File: src/rtl/vcfg_pipe_if.sv
// Handshake, rd-writeback response and architectural vl/vtype/vlmax view shared by
// the scalar issue stage (master) and the vector configuration unit (slave).
interface vcfg_pipe_if #(
  parameter int XLEN    = 32,
  parameter int VL_BITS = 15
);
  logic               in_valid;
  logic               in_ready;
  logic [31:0]        insn;
  logic [XLEN-1:0]    rs1_val;
  logic [XLEN-1:0]    rs2_val;
  logic               out_valid;
  logic               out_ready;
  logic [4:0]         out_rd_addr;
  logic               out_rd_we;
  logic [XLEN-1:0]    out_rd_data;
  logic [VL_BITS-1:0] vl;
  logic [XLEN-1:0]    vtype;
  logic [VL_BITS-1:0] vlmax;

  modport master (
    output in_valid, insn, rs1_val, rs2_val, out_ready,
    input  in_ready, out_valid, out_rd_addr, out_rd_we, out_rd_data, vl, vtype, vlmax
  );

  modport slave (
    input  in_valid, insn, rs1_val, rs2_val, out_ready,
    output in_ready, out_valid, out_rd_addr, out_rd_we, out_rd_data, vl, vtype, vlmax
  );
endinterface

File: src/rtl/vcfg_pipe.sv
// Vector configuration unit: executes vsetvli/vsetivli/vsetvl through an IDLE/CALC/RESP
// pipeline and holds the architectural vl, vtype and vlmax state.
module vcfg_pipe #(
  parameter int XLEN             = 32,
  parameter int VLEN             = 16384,
  parameter int ELEN             = 64,
  parameter int VL_BITS          = $clog2(VLEN) + 1,
  parameter bit ENABLE_FRAC_LMUL = 1'b1,
  parameter bit ALLOW_VMA        = 1'b0
) (
  input  logic       clk,
  input  logic       rst_n,
  vcfg_pipe_if.slave bus
);

  localparam int                 CW         = (XLEN > VL_BITS) ? XLEN : VL_BITS;
  localparam logic [3:0]         ELEN_LOG2  = (ELEN == 64) ? 4'd6 : 4'd5;
  localparam logic [XLEN-1:0]    VTYPE_VILL = {1'b1, {(XLEN-1){1'b0}}};
  localparam logic [VL_BITS-1:0] VLEN_W     = VL_BITS'(VLEN);
  localparam logic [6:0]         OP_V       = 7'b1010111;
  localparam logic [2:0]         F3_CFG     = 3'b111;

  typedef enum logic [1:0] {
    IDLE = 2'd0,
    CALC = 2'd1,
    RESP = 2'd2
  } state_t;

  state_t             state_q, state_d;
  logic [31:0]        insn_q, insn_d;
  logic [XLEN-1:0]    rs1_q, rs1_d;
  logic [XLEN-1:0]    rs2_q, rs2_d;
  logic [VL_BITS-1:0] vl_q, vl_d;
  logic [XLEN-1:0]    vtype_q, vtype_d;
  logic [VL_BITS-1:0] vlmax_q, vlmax_d;
  logic               in_ready_q, in_ready_d;
  logic               out_valid_q, out_valid_d;
  logic [4:0]         out_rd_addr_q, out_rd_addr_d;
  logic               out_rd_we_q, out_rd_we_d;
  logic [XLEN-1:0]    out_rd_data_q, out_rd_data_d;

  logic               base_ok_s, is_vli_s, is_ivli_s, is_vl_s, is_cfg_s;
  logic               frac_s, keep_vl_s, ill_s;
  logic [4:0]         rd_s, rs1_idx_s;
  logic [XLEN-1:0]    cand_s;
  logic [2:0]         vlmul_s, vsew_s, frac_sh_s;
  logic [3:0]         sew_log2_s;
  logic [VL_BITS-1:0] base_s, vlmax_new_s, vl_new_s;
  logic [CW-1:0]      avl_s;

  // Decode the latched instruction and derive candidate vtype, VLMAX, AVL and vl.
  always_comb begin
    rd_s      = insn_q[11:7];
    rs1_idx_s = insn_q[19:15];
    base_ok_s = (insn_q[6:0] == OP_V) && (insn_q[14:12] == F3_CFG);
    is_vli_s  = base_ok_s && (insn_q[31] == 1'b0);
    is_ivli_s = base_ok_s && (insn_q[31:30] == 2'b11);
    is_vl_s   = base_ok_s && (insn_q[31:25] == 7'b1000000);
    is_cfg_s  = is_vli_s || is_ivli_s || is_vl_s;

    if (is_ivli_s) begin
      cand_s = {{(XLEN-10){1'b0}}, insn_q[29:20]};
    end else if (is_vli_s) begin
      cand_s = {{(XLEN-11){1'b0}}, insn_q[30:20]};
    end else begin
      cand_s = rs2_q;
    end

    vlmul_s    = cand_s[2:0];
    vsew_s     = cand_s[5:3];
    sew_log2_s = {1'b0, vsew_s} + 4'd3;
    frac_s     = vlmul_s[2];
    // mf8/mf4/mf2 (101/110/111) divide by 2^(4 - vlmul[1:0]).
    frac_sh_s  = 3'd4 - {1'b0, vlmul_s[1:0]};
    base_s     = VLEN_W >> sew_log2_s;
    if (frac_s) begin
      vlmax_new_s = base_s >> frac_sh_s;
    end else begin
      vlmax_new_s = base_s << vlmul_s[1:0];
    end

    keep_vl_s = 1'b0;
    if (is_ivli_s) begin
      avl_s = CW'(insn_q[19:15]);
    end else if (rs1_idx_s != 5'd0) begin
      avl_s = CW'(rs1_q);
    end else if (rd_s != 5'd0) begin
      avl_s = {CW{1'b1}};
    end else begin
      avl_s     = CW'(vl_q);
      keep_vl_s = 1'b1;
    end

    ill_s = cand_s[XLEN-1] || (|cand_s[XLEN-2:8]) || vsew_s[2]
         || (sew_log2_s > ELEN_LOG2) || (vlmul_s == 3'b100)
         || (frac_s && !ENABLE_FRAC_LMUL)
         || (frac_s && ((sew_log2_s + {1'b0, frac_sh_s}) > ELEN_LOG2))
         || (cand_s[7] && !ALLOW_VMA)
         || (keep_vl_s && (vlmax_new_s != vlmax_q));

    // Compare at full width so large AVLs saturate instead of wrapping.
    if (ill_s) begin
      vl_new_s = {VL_BITS{1'b0}};
    end else if (avl_s < CW'(vlmax_new_s)) begin
      vl_new_s = avl_s[VL_BITS-1:0];
    end else begin
      vl_new_s = vlmax_new_s;
    end
  end

  // Next-state, commit and response-register logic for the three-state pipeline.
  always_comb begin
    state_d       = state_q;
    insn_d        = insn_q;
    rs1_d         = rs1_q;
    rs2_d         = rs2_q;
    vl_d          = vl_q;
    vtype_d       = vtype_q;
    vlmax_d       = vlmax_q;
    in_ready_d    = in_ready_q;
    out_valid_d   = out_valid_q;
    out_rd_addr_d = out_rd_addr_q;
    out_rd_we_d   = out_rd_we_q;
    out_rd_data_d = out_rd_data_q;
    case (state_q)
      IDLE: begin
        if (bus.in_valid) begin
          insn_d     = bus.insn;
          rs1_d      = bus.rs1_val;
          rs2_d      = bus.rs2_val;
          in_ready_d = 1'b0;
          state_d    = CALC;
        end else begin
          in_ready_d = 1'b1;
        end
      end
      CALC: begin
        if (is_cfg_s && ill_s) begin
          vl_d    = {VL_BITS{1'b0}};
          vtype_d = VTYPE_VILL;
          vlmax_d = {VL_BITS{1'b0}};
        end else if (is_cfg_s) begin
          vl_d    = vl_new_s;
          vtype_d = cand_s;
          vlmax_d = vlmax_new_s;
        end else begin
          vl_d    = vl_q;
          vtype_d = vtype_q;
          vlmax_d = vlmax_q;
        end
        out_rd_addr_d = rd_s;
        out_rd_we_d   = is_cfg_s && (rd_s != 5'd0);
        out_rd_data_d = is_cfg_s ? XLEN'(vl_new_s) : XLEN'(vl_q);
        out_valid_d   = 1'b1;
        state_d       = RESP;
      end
      RESP: begin
        if (bus.out_ready) begin
          out_valid_d = 1'b0;
          in_ready_d  = 1'b1;
          state_d     = IDLE;
        end else begin
          out_valid_d = 1'b1;
        end
      end
      default: begin
        out_valid_d = 1'b0;
        in_ready_d  = 1'b1;
        state_d     = IDLE;
      end
    endcase
  end

  // State and output registers; reset drops any in-flight instruction.
  always_ff @(posedge clk or negedge rst_n) begin
    if (!rst_n) begin
      state_q       <= IDLE;
      insn_q        <= 32'd0;
      rs1_q         <= {XLEN{1'b0}};
      rs2_q         <= {XLEN{1'b0}};
      vl_q          <= {VL_BITS{1'b0}};
      vtype_q       <= VTYPE_VILL;
      vlmax_q       <= {VL_BITS{1'b0}};
      in_ready_q    <= 1'b1;
      out_valid_q   <= 1'b0;
      out_rd_addr_q <= 5'd0;
      out_rd_we_q   <= 1'b0;
      out_rd_data_q <= {XLEN{1'b0}};
    end else begin
      state_q       <= state_d;
      insn_q        <= insn_d;
      rs1_q         <= rs1_d;
      rs2_q         <= rs2_d;
      vl_q          <= vl_d;
      vtype_q       <= vtype_d;
      vlmax_q       <= vlmax_d;
      in_ready_q    <= in_ready_d;
      out_valid_q   <= out_valid_d;
      out_rd_addr_q <= out_rd_addr_d;
      out_rd_we_q   <= out_rd_we_d;
      out_rd_data_q <= out_rd_data_d;
    end
  end

  assign bus.in_ready    = in_ready_q;
  assign bus.out_valid   = out_valid_q;
  assign bus.out_rd_addr = out_rd_addr_q;
  assign bus.out_rd_we   = out_rd_we_q;
  assign bus.out_rd_data = out_rd_data_q;
  assign bus.vl          = vl_q;
  assign bus.vtype       = vtype_q;
  assign bus.vlmax       = vlmax_q;

endmodule

File: src/flat_wrapper.sv
// flat-port wrapper written by rule: the top's interface ports become plain ports
module vcfg_pipe_flat 
#(
  parameter int XLEN             = 32,
  parameter int VLEN             = 16384,
  parameter int ELEN             = 64,
  parameter int VL_BITS          = $clog2(VLEN) + 1,
  parameter bit ENABLE_FRAC_LMUL = 1'b1,
  parameter bit ALLOW_VMA        = 1'b0
)
  (clk, rst_n, bus_in_valid, bus_insn, bus_rs1_val, bus_rs2_val, bus_out_ready, bus_in_ready, bus_out_valid, bus_out_rd_addr, bus_out_rd_we, bus_out_rd_data, bus_vl, bus_vtype, bus_vlmax);
  vcfg_pipe_if #(.XLEN(XLEN), .VL_BITS(VL_BITS)) bus_i ();
  input  logic clk;
  input  logic rst_n;
  input wire logic [$bits(bus_i.in_valid)-1:0] bus_in_valid;
  input wire logic [$bits(bus_i.insn)-1:0] bus_insn;
  input wire logic [$bits(bus_i.rs1_val)-1:0] bus_rs1_val;
  input wire logic [$bits(bus_i.rs2_val)-1:0] bus_rs2_val;
  input wire logic [$bits(bus_i.out_ready)-1:0] bus_out_ready;
  output wire logic [$bits(bus_i.in_ready)-1:0] bus_in_ready;
  output wire logic [$bits(bus_i.out_valid)-1:0] bus_out_valid;
  output wire logic [$bits(bus_i.out_rd_addr)-1:0] bus_out_rd_addr;
  output wire logic [$bits(bus_i.out_rd_we)-1:0] bus_out_rd_we;
  output wire logic [$bits(bus_i.out_rd_data)-1:0] bus_out_rd_data;
  output wire logic [$bits(bus_i.vl)-1:0] bus_vl;
  output wire logic [$bits(bus_i.vtype)-1:0] bus_vtype;
  output wire logic [$bits(bus_i.vlmax)-1:0] bus_vlmax;
  assign bus_i.in_valid = bus_in_valid;
  assign bus_i.insn = bus_insn;
  assign bus_i.rs1_val = bus_rs1_val;
  assign bus_i.rs2_val = bus_rs2_val;
  assign bus_i.out_ready = bus_out_ready;
  assign bus_in_ready = bus_i.in_ready;
  assign bus_out_valid = bus_i.out_valid;
  assign bus_out_rd_addr = bus_i.out_rd_addr;
  assign bus_out_rd_we = bus_i.out_rd_we;
  assign bus_out_rd_data = bus_i.out_rd_data;
  assign bus_vl = bus_i.vl;
  assign bus_vtype = bus_i.vtype;
  assign bus_vlmax = bus_i.vlmax;
  vcfg_pipe #(.XLEN(XLEN), .VLEN(VLEN), .ELEN(ELEN), .VL_BITS(VL_BITS), .ENABLE_FRAC_LMUL(ENABLE_FRAC_LMUL), .ALLOW_VMA(ALLOW_VMA)) u_core (.clk(clk), .rst_n(rst_n), .bus(bus_i));
endmodule
File: config.mk
export PLATFORM = sky130hd
export DESIGN_NAME = vcfg_pipe_flat
export DESIGN_NICKNAME = d
export VERILOG_FILES = /design/src/rtl/vcfg_pipe_if.sv /design/src/rtl/vcfg_pipe.sv /design/src/flat_wrapper.sv
export SDC_FILE = /design/constraint.sdc
export NUM_CORES = 1
export LEC_CHECK = 0
export CORE_AREA = 2 2 197 151
export DETAILED_ROUTE_END_ITERATION = 8
export DIE_AREA = 0 0 199 153
export DONT_BUFFER_PORTS = 1
export PLACE_DENSITY = 0.45
export SYNTH_ARGS = -nofsm -noshare
export SYNTH_HDL_FRONTEND = slang
export SYNTH_SLANG_ARGS = --single-unit
File: constraint.sdc
create_clock -name clk -period 13.1 [get_ports clk]
set_clock_uncertainty 0.1 [all_clocks]
set_input_delay 1.31 -clock clk [delete_from_list [all_inputs] [get_ports clk]]
set_output_delay 1.31 -clock clk [all_outputs]
set_load 0.05 [all_outputs]
* After elaboration in Yosys (flattened, before gate mapping) *
Cells that the tools add are included.

operators by class
  reductions and logical operators = 26
  shifts and indexed selects = 3
  add/subtract/negate cells = 3
  eq/ne operators = 10
  order comparisons = 3
  mux-type cells = 26
  bitwise operators = 2

operator list
  kind                                                            number
  two-way mux 32 bit                                              7
  two-way mux 15 bit                                              8
  < comparator 32 x 15 -> 1 bit                                   1
  OR reduction 23 bit                                             1
  inequality test 15 bit                                          1
  left shift 15 x 2 -> 15 bit                                     1
  >> shifter 15 x 3 -> 15 bit                                     1
  >> shifter 15 x 4 -> 15 bit (first input constant)              1
  == test 7 bit (second input constant)                           2
  nonzero test 5 bit                                              2
  logical OR 1 bit                                                9
  greater-than comparator 4 x 3 -> 1 bit (second input constant)  2
  logical AND 1 bit                                               8
  AND reduction 2 bit                                             4
  == test 3 bit (second input constant)                           2
  two-way mux 1 bit                                               6
  case mux 1 bit (3 select lines)                                 2
  case mux 2 bit (3 select lines)                                 1
  adder 3 x 2 -> 4 bit (second input constant)                    1
  adder 4 x 3 -> 4 bit                                            1
  == test 2 bit (second input constant)                           2
  two-way mux 2 bit                                               2
  inequality test 2 bit (second input constant)                   2
  subtractor 3 x 2 -> 3 bit (first input constant)                1
  4 further kinds                                                 5

storage, ports and cells
  logic and storage cells = 85
  bits of input ports = 100
  output and inout bits = 102
  register bits = 200

* Logic depth before layout (Yosys ltp) *
  depth after elaboration = 16
  gate-level depth with buffers = 24
  gate-level depth less buffers = 19

* Worst setup path after synthesis *
OpenSTA, ideal clock, no wires.

  path type = register -> register
  from = register u_core.insn_q[5]
  to = register u_core.vl_q[10], in the netlist u_core.bus.vl[10]
  setup slack = 7.816 ns
  clock period less this slack = 5.284 ns
  stages on the path, launching flop included = 23
  required time = 12.923 ns
  library setup time = 0.077 ns
  path buffers = 6
  arrival time = 5.107 ns
  cells stage by stage = dfrtp_1 nand4b_1 nor4_4 buf_4 buf_2 a21oi_1 ha_1 clkbuf_1 buf_2 clkbuf_1 nor3_1 a311o_1 a31o_2 inv_1 ha_1 a21oi_1 o21ai_0 a21o_1 a211oi_1 o221ai_2 buf_4 mux2_2 o21ai_1

between the ends
  longest elaborated chain between the ends = 16
  elaborated cells on any way between the ends = 40
  those cells by class = add/sub: 3; order compare: 3; eq/ne: 3; shift: 3; mux: 9; reduce/logical: 19

ends and longest elaborated chain
  what                                                                    line              text
  start: declaration                                                      vcfg_pipe.sv:30   logic [31:0] insn_q, insn_d;
  start signal: assignment                                                vcfg_pipe.sv:191  insn_q <= insn_d;
  == test 7 bit (*)                                                       vcfg_pipe.sv:55   base_ok_s = (insn_q[6:0] == OP_V) && (insn_q[14:12] == F3_CFG);
  logical AND 1 bit (*)                                                   vcfg_pipe.sv:55
  branches (longest 14 deep; another with < comparator 32 x 15 -> 1 bit)  n/a
  end signal: assignment                                                  vcfg_pipe.sv:181  vl_q <= {VL_BITS{1'b0}};
  end signal: assignment                                                  vcfg_pipe.sv:194  vl_q <= vl_d;
  end: declaration                                                        vcfg_pipe.sv:33   logic [VL_BITS-1:0] vl_q, vl_d;

Mark *: on every way between the ends. The select of a mux whose other input is x is not followed.
A chain may end at the register's enable or synchronous reset.

* Worst setup path in the final report *
  from = register u_core.insn_q[3]
  to = register u_core.vl_q[5], in the netlist u_core.bus.vl[5]

The elaborated chain is that of the path after synthesis.

==> impl_metrics.json <==
{
  "status": "completed",
  "critPathArrivalTime_ps": 6730,
  "final_nets": 1019,
  "vias_per_cell": 5.25,
  "netlist_instances": 932,
  "period_share_pct": 49.3,
  "vdd_drop_max_mv": 0.108,
  "max_clock_freq_mhz": 155,
  "synth_seq_cells": 183,
  "start_kind": "flip-flop",
  "regToRegStartpoint": "u_core.insn_q[3]$_DFFE_PN0P_",
  "nFillCells": 2815,
  "met3_usage_pct": 7.08,
  "setup_viol": 0,
  "rsz0062_at_grt": "false",
  "crit_path_max_fanout": 36,
  "detail_route.wl_per_cell_um": 21.8,
  "placedCellCount": 1270,
  "power_uw": 2630,
  "grt_usage_pct": 19.1,
  "netlist_area_sq_um": 9870,
  "final_cells": 1309,
  "reg2reg_setup_slack_ps": 6640,
  "worstHoldPathType": "flip-flop to flip-flop",
  "clock_tree_from_tritoncts": "done",
  "clkSlewWorstSetupHoldPaths_ps": 80,
  "ff2ff_path_depth": 17,
  "cts_buffers": 17,
  "synth_cell_type_count": 79,
  "drt_first_pass_iters": 6,
  "timing.critical_path.required_ps": 13360,
  "die-area_sq_um": 30400,
  "place_hpwl_um": 19800,
  "slew_headroom_pct": 22.1,
  "design.core.area_sq_um": 28600,
  "clk-insertion-delay-late_ps": 440,
  "drc": 0,
  "timing.final.crit_period_ps": 6460,
  "die_width_um": 199,
  "grtUsageMet1_pct": 28.7,
  "post-synth-top-area-fraction_pct": 45.9,
  "cts_root_buffer_type": "sky130_fd_sc_hd__clkbuf_16",
  "ys_async_sr_fraction_pct": 100,
  "cts_repair_resize_count": 0,
  "die_y_um": 153,
  "cts_hold_bufs": 0,
  "number_of_antenna_violations_at_the_first_check_in_global_routing": 11,
  "synth-seq-area-share_pct": 46.4,
  "met2_usage_pct": 25.6,
  "worst-setup-path-type": "flip-flop to flip-flop",
  "postRouteAntennaNets": 0,
  "area_delta_synth_final_pct": 9.23,
  "ioPinCount": 202,
  "slew_viol_final": 0,
  "tightest_slew_ps": 1170,
  "power.static_leakage_uw": 0.00449,
  "via_count": 6874,
  "detail_route.wirelength_um": 28500,
  "power_density_nw_per_um2": 244,
  "synth.avg_cell_area_sq_um": 10.6,
  "finalHoldWorstSlack_ps": 402,
  "timing.hold.worst_endpoint": "u_core.insn_q[29]$_DFFE_PN0P_",
  "synth_top_cell_by_area": "sky130_fd_sc_hd__dfrtp_1",
  "reg2reg_to": "u_core.bus.vl[5]$_DFFE_PN0P_",
  "number_of_enable_flip_flop_cells_after_synthesis": 0,
  "setup-tns-final_ps": 0,
  "port_buffers": 0,
  "yosysWarningCount": 0,
  "globalRouteOverflowTotal": 0,
  "post-cts-setup-buffers": 0,
  "grt_most_used_layer": "met1",
  "post_synth_main_area_contributors": "sky130_fd_sc_hd__dfrtp_1, sky130_fd_sc_hd__mux2_2, sky130_fd_sc_hd__mux2i_1",
  "holdPathStages": 1,
  "grt_pass1_wl_um": 43800,
  "initial_utilization_pct": 34.5,
  "hp-start": "u_core.insn_q[29]$_DFFE_PN0P_",
  "num_rows": 54,
  "grt_max_degree": 184,
  "drt_first_iter_violations": 538,
  "clock-sinks": 183,
  "synth-main-ff-cell": "sky130_fd_sc_hd__dfrtp_1",
  "worst_setup_path_end_kind": "flip-flop",
  "cts_h_tree_depth": 4,
  "via_count_of_the_first_global_routing_pass": 6715,
  "cts_buffer_depth": 2,
  "report.final.hold_viol_count": 0,
  "cap_violations": 0,
  "drive_above_1_share_pct": 20.5,
  "place_congestion": 0.824
}
routing by layer:
metal | up-vias | share of wire, %
met5 | - | 0.16
met1 | 3344 | 49
li1 | 3278 | -
met2 | 217 | 42
met3 | 27 | 8.7
met4 | 8 | 0.96
synthesized netlist by cell type (all sizes together), types with 12 or more instances:
cell	instances
dfrtp	181
mux2	112
o21ai	70
nand2	59
buf	42
clkbuf	42
a21oi	39
nor2	32
and2	31
inv	29
mux2i	27
nor2b	24
ha	21
o22ai	17
nor4	15
nand4	14
nand3	13
xnor2	12
where the power goes:
group / internal [uW] / switching, uW / leakage [uW]
clock: 302 / 258 / 0.000308
sequential: 730 / 209 / 0.00232
combinational: 493 / 642 / 0.00186
total: 1530 / 1110 / 0.00449
cell type report:
class	instances	area, sq um	area share (%)
diodes	7	17.5	0.162
clock buffers	19	453	4.20
clock inverters	13	180	1.67
inverters	29	109	1.01
multi-input cells	652	4850	44.9
flip-flops and latches	183	4580	42.5
well taps	392	490	4.55
repair buffers	14	105	0.975
worst max-delay path: stages (launching register included):
cell	delay, ps
sky130_fd_sc_hd__dfrtp_1	380
sky130_fd_sc_hd__nand4b_1	280
sky130_fd_sc_hd__nor4_4	250
sky130_fd_sc_hd__buf_4	440
sky130_fd_sc_hd__mux2i_1	590
sky130_fd_sc_hd__ha_1	920
sky130_fd_sc_hd__xor2_1	300
sky130_fd_sc_hd__a22o_1	220
sky130_fd_sc_hd__mux2i_1	80
sky130_fd_sc_hd__nor3_1	280
sky130_fd_sc_hd__a31oi_4	100
sky130_fd_sc_hd__ha_1	380
sky130_fd_sc_hd__nand2_1	60
sky130_fd_sc_hd__nor3_1	270
sky130_fd_sc_hd__o311ai_0	220
sky130_fd_sc_hd__o221ai_2	920
sky130_fd_sc_hd__mux2_2	440
sky130_fd_sc_hd__o21ai_1	120
kinds of logic after synthesis:
logic type / after synthesis / synth area share (%)
and+or+nand+nor: 257 / 14.7
AOI/OAI and AO/OA: 194 / 12.9
DFF: 183 / 46.4
muxes: 139 / 15.5
buffers and inverters: 113 / 5.50
xor gates and xnor gates: 23 / 2.04
adders and majority gates: 22 / 2.86
other: 1 / 0.0380
placed cells by master (no fill, tap or decap), types with 4 or more instances in the layout:
cell,netlist,layout
sky130_fd_sc_hd__conb_1,1,17
sky130_fd_sc_hd__or4_1,5,5
sky130_fd_sc_hd__and2_1,31,31
sky130_fd_sc_hd__xor2_1,11,11
sky130_fd_sc_hd__a31oi_1,10,10
sky130_fd_sc_hd__diode_2,0,7
sky130_fd_sc_hd__a21oi_1,39,39
sky130_fd_sc_hd__mux2_2,112,112
sky130_fd_sc_hd__nor2_1,32,32
sky130_fd_sc_hd__o21ai_1,48,48
sky130_fd_sc_hd__or3b_2,4,4
sky130_fd_sc_hd__inv_8,0,4
sky130_fd_sc_hd__o211ai_1,4,4
sky130_fd_sc_hd__nor2b_1,24,24
sky130_fd_sc_hd__nor3_1,11,11
sky130_fd_sc_hd__nand2_1,59,58
sky130_fd_sc_hd__buf_4,21,14
sky130_fd_sc_hd__clkbuf_16,0,17
sky130_fd_sc_hd__nand2b_1,7,7
sky130_fd_sc_hd__xnor2_1,12,12
sky130_fd_sc_hd__nand4_1,14,14
sky130_fd_sc_hd__inv_1,29,29
sky130_fd_sc_hd__or3_1,6,6
sky130_fd_sc_hd__nand3b_1,4,4
sky130_fd_sc_hd__or2_2,8,8
sky130_fd_sc_hd__a211oi_1,5,5
sky130_fd_sc_hd__o21ai_0,22,22
sky130_fd_sc_hd__dfrtp_1,181,181
sky130_fd_sc_hd__nand4b_1,4,4
sky130_fd_sc_hd__mux2i_1,27,26
sky130_fd_sc_hd__nor4b_1,4,4
sky130_fd_sc_hd__o22ai_1,17,17
sky130_fd_sc_hd__nor4_1,14,14
sky130_fd_sc_hd__ha_1,21,21
sky130_fd_sc_hd__nand3_1,13,12
sky130_fd_sc_hd__nor3b_1,4,4
how the worst max path moves through the flow:
stage	from	endpoint	slack, ps	cells past startpoint
after global placement	u_core.insn_q[3]$_DFFE_PN0P_	u_core.bus.out_rd_data[8]$_DFFE_PN0P_	6740	17
after detailed placement	u_core.insn_q[3]$_DFFE_PN0P_	u_core.bus.out_rd_data[6]$_DFFE_PN0P_	6610	17
final	u_core.insn_q[3]$_DFFE_PN0P_	u_core.bus.vl[5]$_DFFE_PN0P_	6640	17
after global routing	u_core.insn_q[5]$_DFFE_PN0P_	u_core.bus.vl[6]$_DFFE_PN0P_	6160	17
after floorplan	u_core.insn_q[5]$_DFFE_PN0P_	u_core.bus.vl[10]$_DFFE_PN0P_	7820	22
after CTS	u_core.insn_q[3]$_DFFE_PN0P_	u_core.bus.vl[5]$_DFFE_PN0P_	6620	17
per-stage QoR:
stage          utilization [%]  cell area [sq um]  worst slack [ps]
6_report                  37.7              10800              6640
5_1_grt                   37.7              10800              6160
4_1_cts                   37.7              10800              6620
3_5_place_dp              35.5              10100              6610
3_3_place_gp              35.5              10100              6740
2_1_floorplan                -               9930              7820
state kept, by name, summed over array words and instances, names as in the netlist:
register / count
u_core.insn_q: 32
u_core.bus.in_ready: 1
u_core.bus.out_rd_addr: 5
u_core.bus.out_valid: 1
u_core.bus.vlmax: 15
u_core.bus.out_rd_we: 1
u_core.state_q: 2
u_core.bus.out_rd_data: 15
u_core.bus.vtype: 32
u_core.rs2_q: 32
u_core.rs1_q: 32
u_core.bus.vl: 15
(Power assumes the default switching activity.)
